File: config.mk
export PLATFORM = sky130hd
export DESIGN_NAME = serial_pattern_detector
export DESIGN_NICKNAME = d
export VERILOG_FILES = /design/src/rtl/serial_pattern_detector.sv
export SDC_FILE = /design/constraint.sdc
export NUM_CORES = 1
export LEC_CHECK = 0
export ABC_AREA = 1
export BUFFER_PORTS_ARGS = -buffer_cell sky130_fd_sc_hd__buf_2
export CAP_MARGIN = 5
export CORE_MARGIN = 2
export CORE_UTILIZATION = 23
export CTS_CLUSTER_SIZE = 20
export DETAILED_ROUTE_END_ITERATION = 10
export MAX_ROUTING_LAYER = met4
export SLEW_MARGIN = 15
export SYNTH_ARGS = -nofsm -noshare
export SYNTH_HDL_FRONTEND = slang
export SYNTH_SLANG_ARGS = --single-unit
export TNS_END_PERCENT = 20
File: constraint.sdc
create_clock -name clk -period 1.8 [get_ports clk]
set_clock_uncertainty 0.1 [all_clocks]
set_input_delay 0.18 -clock clk [delete_from_list [all_inputs] [get_ports clk]]
set_output_delay 0.18 -clock clk [all_outputs]
set_load 0.03 [all_outputs]
File: src/rtl/serial_pattern_detector.sv
// Serial pattern detector: sliding window over accepted bits, registered match pulse
// and a saturating match counter.
module serial_pattern_detector #(
   parameter int unsigned                 PATTERN_W = 4,
   parameter logic [PATTERN_W-1:0]        PATTERN   = 4'b1011,
   parameter int unsigned                 COUNT_W   = 8
) (
   input  logic                 clk,
   input  logic                 rst,
   input  logic                 bit_in,
   input  logic                 bit_valid,
   input  logic                 clear,
   output logic [PATTERN_W-1:0] window,
   output logic                 window_valid,
   output logic                 match,
   output logic [COUNT_W-1:0]   match_count,
   output logic                 count_sat
);

   localparam int unsigned     FILL_W = $clog2(PATTERN_W + 1);
   localparam logic [FILL_W-1:0] FULL = FILL_W'(PATTERN_W);

   logic [PATTERN_W-1:0] window_q, window_d;
   logic [FILL_W-1:0]    fill_q, fill_d;
   logic [COUNT_W-1:0]   count_q, count_d;
   logic                 match_q, match_d;
   logic                 sat_q, sat_d;
   logic                 valid_q, valid_d;
   logic [PATTERN_W-1:0] next_window;
   logic                 hit;

   always_comb begin
      next_window = {window_q[PATTERN_W-2:0], bit_in};
      // Fill qualifier keeps the zero prefill from matching patterns with leading zeros
      hit         = (next_window == PATTERN) && (fill_q >= FULL - FILL_W'(1));
      window_d    = window_q;
      fill_d      = fill_q;
      count_d     = count_q;
      match_d     = 1'b0;
      if (clear) begin
         window_d = '0;
         fill_d   = '0;
         count_d  = '0;
      end else if (bit_valid) begin
         window_d = next_window;
         if (fill_q != FULL) begin
            fill_d = fill_q + FILL_W'(1);
         end
         if (hit) begin
            match_d = 1'b1;
            if (count_q != '1) begin
               count_d = count_q + COUNT_W'(1);
            end
         end
      end
      sat_d   = (count_d == '1);
      valid_d = (fill_d == FULL);
   end

   always_ff @(posedge clk or negedge rst) begin
      if (!rst) begin
         window_q <= '0;
         fill_q   <= '0;
         count_q  <= '0;
         match_q  <= 1'b0;
         sat_q    <= 1'b0;
         valid_q  <= 1'b0;
      end else begin
         window_q <= window_d;
         fill_q   <= fill_d;
         count_q  <= count_d;
         match_q  <= match_d;
         sat_q    <= sat_d;
         valid_q  <= valid_d;
      end
   end

   assign window       = window_q;
   assign window_valid = valid_q;
   assign match        = match_q;
   assign match_count  = count_q;
   assign count_sat    = sat_q;

endmodule

---- Word level (Yosys, flattened, before mapping) ----
Index checks and enable logic that the tools add are counted.
cells by class
  add/subtract/negate cells ............... 2
  $lt $le $gt $ge ......................... 1
  equal/unequal tests ..................... 5
  multiplexer cells ....................... 12
  reductions and logical operators ........ 2
operators by type and width
  cell                                                  count
  two-way mux 8 bit                                     4
  two-way mux 3 bit                                     3
  adder 8 x 1 -> 8 bit (second input constant)          1
  == test 8 bit (second input constant)                 1
  two-way mux 4 bit                                     2
  != test 8 bit (second input constant)                 1
  == test 4 bit (second input constant)                 1
  adder 3 x 1 -> 3 bit (second input constant)          1
  == test 3 bit (second input constant)                 1
  >= comparator 3 x 2 -> 1 bit (second input constant)  1
  two-way mux 1 bit                                     3
  != test 3 bit (second input constant)                 1
  nonzero test 2 bit                                    1
  logical AND 1 bit                                     1
storage, ports and cells
  bits in registers ....................... 18
  word-level logic and storage cells ...... 28

---- Longest topological paths before layout ----
  depth in word-level cells ............... 6
  mapped depth ............................ 12
  mapped depth without buffers ............ 12

---- Worst setup path before layout ----
OpenSTA, ideal clock, no wires.
  path type ............................... flip-flop to flip-flop
  start point ............................. register count_q[0] (netlist: match_count[0])
  end point ............................... register sat_q (netlist: count_sat)
  arrival ................................. 1576 ps
  required time ........................... 1629 ps
  setup slack ............................. 53 ps
  stages on the path, launching flop included .. 10
  path buffers ............................ 0
  path through ............................ dfrtp_1 ha_1 nand3_1 nor2_2 nor2_4 a21oi_1 nand2_1 nor2_1 nand3_1 nor2_1
on the way
  longest elaborated chain between the ends .. 6
ends and longest elaborated chain
  element                                                line    RTL
  from (decl)                                            25      logic [COUNT_W-1:0] count_q, count_d;
  from (signal assigned)                                 71      count_q <= count_d;
  adder 8 x 1 -> 8 bit or != test 8 bit (tied branches)  52, 51
  two-way mux 8 bit                                      51      if (count_q != '1) begin
  two-way mux 8 bit                                      49      if (hit) begin
  two-way mux 8 bit *                                    44      end else if (bit_valid) begin
  two-way mux 8 bit *                                    40      if (clear) begin
  == test 8 bit *                                        56      sat_d = (count_d == '1);
  named net sat_d                                        27      logic sat_q, sat_d;
  to (signal assigned)                                   73      sat_q <= sat_d;
  to (decl)                                              27
Mark *: on every way through the listed nets, which the timed path passes. The rest lies on a longest branch.
A chain may end at the register's enable or synchronous reset.

---- Final worst setup path ----
  start point ............................. register fill_q[0]
  end point ............................... register sat_q (netlist: count_sat)
on the way
  longest elaborated chain between the ends .. 6
ends and longest elaborated chain
  element                       line  RTL
  from (decl)                   24    logic [FILL_W-1:0] fill_q, fill_d;
  from (signal assigned)        70    fill_q <= fill_d;
  >= comparator 3 x 2 -> 1 bit  35    hit = (next_window == PATTERN) && (fill_q >= FULL - FILL_W'(1));
  logical AND 1 bit             35
  two-way mux 8 bit             49
  two-way mux 8 bit             44
  two-way mux 8 bit             40
  == test 8 bit                 56
  named net sat_d               27
The timed path passes the listed nets, and every way through them passes these cells.

==> reports/metrics.yaml <==
outcome:
  outcome: "finished, violations left"
  violations: "setup timing"
critical_path:
  cp-start-kind: "flop"
  critPathCaptureType: "flop"
  path_class: "flop to flop"
  critPathArrivalTime_ns: 1.93
  critPathRequiredTime_ns: 1.89
  crit_fanout: 6
finish:
  drive_above_1_share: 0.364
  stdcell_count: 212
  postLayoutCoreUtil: 0.325
  layout.nets: 173
  num-fill-cells: 449
  design_area_um2: 1330
  n_antenna_cell: 0
  syn2layout_area_growth_pct: 32.7
timing:
  finalHoldViolCount: 0
  fmax_mhz: 546
  slew_viol_final: 0
  period_minus_slack_ns: 1.83
  setup_slack_ns: -0.0317
  rsz0062_at_grt: "true"
  relSlewSlack: 0.713
  period_share: 1.02
  tightest_slew_ns: 0.430
  setup_viol: 1
yosys:
  synth_area_per_cell_um2: 7.63
  ys_types: 19
  yosys.area_share.simple: 0.339
  ys_warn_count: 0
  synth_compound_gate_area_share: 0.0626
  syn_nets: 140
  yosysSeqAreaShare: 0.451
  synth_top_family_by_area: "simple AND/OR/NAND/NOR gates"
  synthCells: 131
  synth_area_um2: 1000
  synth_mux_area_frac: 0
  synth_xor_area_frac: 0
  synth_adder_area_share: 0.0501
  ys_seq_elements: 18
detailed_routing:
  wl_per_cell_um: 11.1
  wirelength_um: 2350
  viasPerCell: 4.17
  vias: 884
  drc: 0
  drt_iter0_drc: 30
  ant_nets: 0
  drt_pass1_iterations: 4
placed_design:
  dp_slack_ns: -0.00771
  gp_congestion: 0.763
  hpwl_um: 1750
  port_buffers: 19
  placedCellCount: 203
  place_area_um2: 1180
global_route:
  grt_max_degree: 19
  grt-ovfl-total: 0
  grt_pass1_vias: 868
  grtUsageTotal: 0.107
  grt_pass1_wl_um: 4060
  antenna_found_initial: 0
clock_tree:
  clk-insertion-delay-late_ns: 0.26
  clk_pin_slew_ns: 0.07
  cts_root_buffer: "clkbuf_8"
  clk_path_buf_depth: 2
  cts_tree: "yes"
  cts_sinks: 18
  cts_max_level: 1
  cts_buffers: 3
pwr:
  power_mw: 0.795
  power_density_nw_per_um2: 599
  irDropWorstVdd_mv: 0.204
  p_leak_nw: 0.670
floorplan:
  die-area_um2: 4890
  ios: 20
  die_h_um: 69.9
  rows: 23
  core-area_um2: 4090
  initial_core_util: 0.245
  dieWidth_um: 69.9
job:
  maxCapViolations: 0
hold_path:
  hp-class: "input port to flop"
## registers in the layout (all words and copies together) (netlist names)
signal	cells
match_count	8
fill_q	3
match	1
count_sat	1
window_valid	1
window	4
## final cells by class
cell class | instances | area, um^2 | area share
Inverter | 26 | 97.6 | 0.0736
Clock buffer | 3 | 41.3 | 0.0311
Multi-Input combinational cell | 87 | 498 | 0.375
Timing Repair Buffer | 28 | 176 | 0.133
Tap cell | 50 | 62.6 | 0.0472
Sequential cell | 18 | 450 | 0.340
## cells in the mapped netlist
| master | number | area (um^2) |
|---|---|---|
| a21oi_1 | 4 | 20.0 |
| clkinv_1 | 1 | 3.75 |
| dfrtp_1 | 18 | 450 |
| ha_1 | 4 | 50.1 |
| inv_1 | 18 | 67.6 |
| inv_2 | 7 | 26.3 |
| nand2_1 | 35 | 131 |
| nand2_2 | 1 | 6.26 |
| nand3_1 | 11 | 55.1 |
| nand3_2 | 1 | 10.0 |
| nand3b_1 | 1 | 7.51 |
| nand4_1 | 1 | 6.26 |
| nor2_1 | 10 | 37.5 |
| nor2_2 | 5 | 31.3 |
| nor2_4 | 3 | 33.8 |
| nor3_1 | 2 | 10.0 |
| nor3_2 | 1 | 10.0 |
| o21ai_1 | 6 | 30.0 |
| o22ai_1 | 2 | 12.5 |
## layout by cell type (no fill, tap or decap), types with 5 or more instances in the layout
cell type,synthesis,layout
buf_4,0,5
inv_1,18,18
nand2_2,1,6
buf_2,0,19
inv_2,7,7
o21ai_1,6,6
nor2_1,10,8
nand3_1,11,10
nand2_1,35,30
nor2_2,5,6
dfrtp_1,18,18
## layer usage
layer,vias up,wire length [um],global-route usage
met1,394,1140,0.140
met2,12,1070,0.158
met3,5,81,0.0231
met4,0,60,0.0513
li1,473,-,-
met5,-,0,-
## worst max-delay path, cell delays in order, from the launching register on
cell and delay, ns:
dfrtp_1 0.36, ha_2 0.20, ha_4 0.13, nor2_2 0.03
nand2_1 0.09, nand3_2 0.10, nor2_4 0.25, nand2_2 0.08
nand2_2 0.06, nand2_2 0.07, nor2_4 0.11, nand3_2 0.08
nor2_1 0.11
## cell families (layout without fill, tap and decap cells)
kind of cell	after synthesis	count (layout)
buffers and inverters	26	57
AND/OR/NAND/NOR	71	71
adder cells (fa/ha/maj)	4	4
AO/OA/AOI/OAI	12	12
flip-flops	18	18
## through the flow
step | TNS, ns | hold WS [ns]
3_3_place_gp | 0 | 0.0379
6_report | -0.0317 | 0.0772
3_5_place_dp | -0.00771 | 0.0560
2_1_floorplan | 0 | -0.216
4_1_cts | -0.0124 | 0.0698
5_1_grt | -0.282 | 0.106
## what timing repair did
action                                  in CTS  in global routing
endpoints found under the setup margin       1                  1
pin swaps                                    0                 12
endpoints found under the hold margin       18                  0
hold buffers                                 1                  0
gates resized for setup                      1                 15
setup buffers                                1                  4
## power breakdown
group / leakage, nW / total, mW / internal [mW] / switching (mW)
combinational: 0.400 / 0.0884 / 0.0299 / 0.0585
sequential: 0.248 / 0.421 / 0.415 / 0.00640
clock: 0.0216 / 0.286 / 0.149 / 0.136
## path summary, 6_finish.rpt
kind | start | slack, ns | depth (start not counted) | endpoint
hold / removal | bit_in | 0.08 | 3 | window[0]$_DFFE_PN0P_
min in group asynchronous | rst | 0.30 | 2 | window[3]$_DFFE_PN0P_
setup / recovery | fill_q[0]$_DFF_PN0_ | -0.03 | 12 | count_sat$_DFF_PN0_
hold reg to reg | window[3]$_DFFE_PN0P_ | 0.42 | 2 | window[3]$_DFFE_PN0P_
setup reg to reg | fill_q[0]$_DFF_PN0_ | -0.03 | 12 | count_sat$_DFF_PN0_
max in group asynchronous | rst | 1.00 | 2 | match_count[6]$_DFF_PN0_
(Power assumes the default switching activity.)
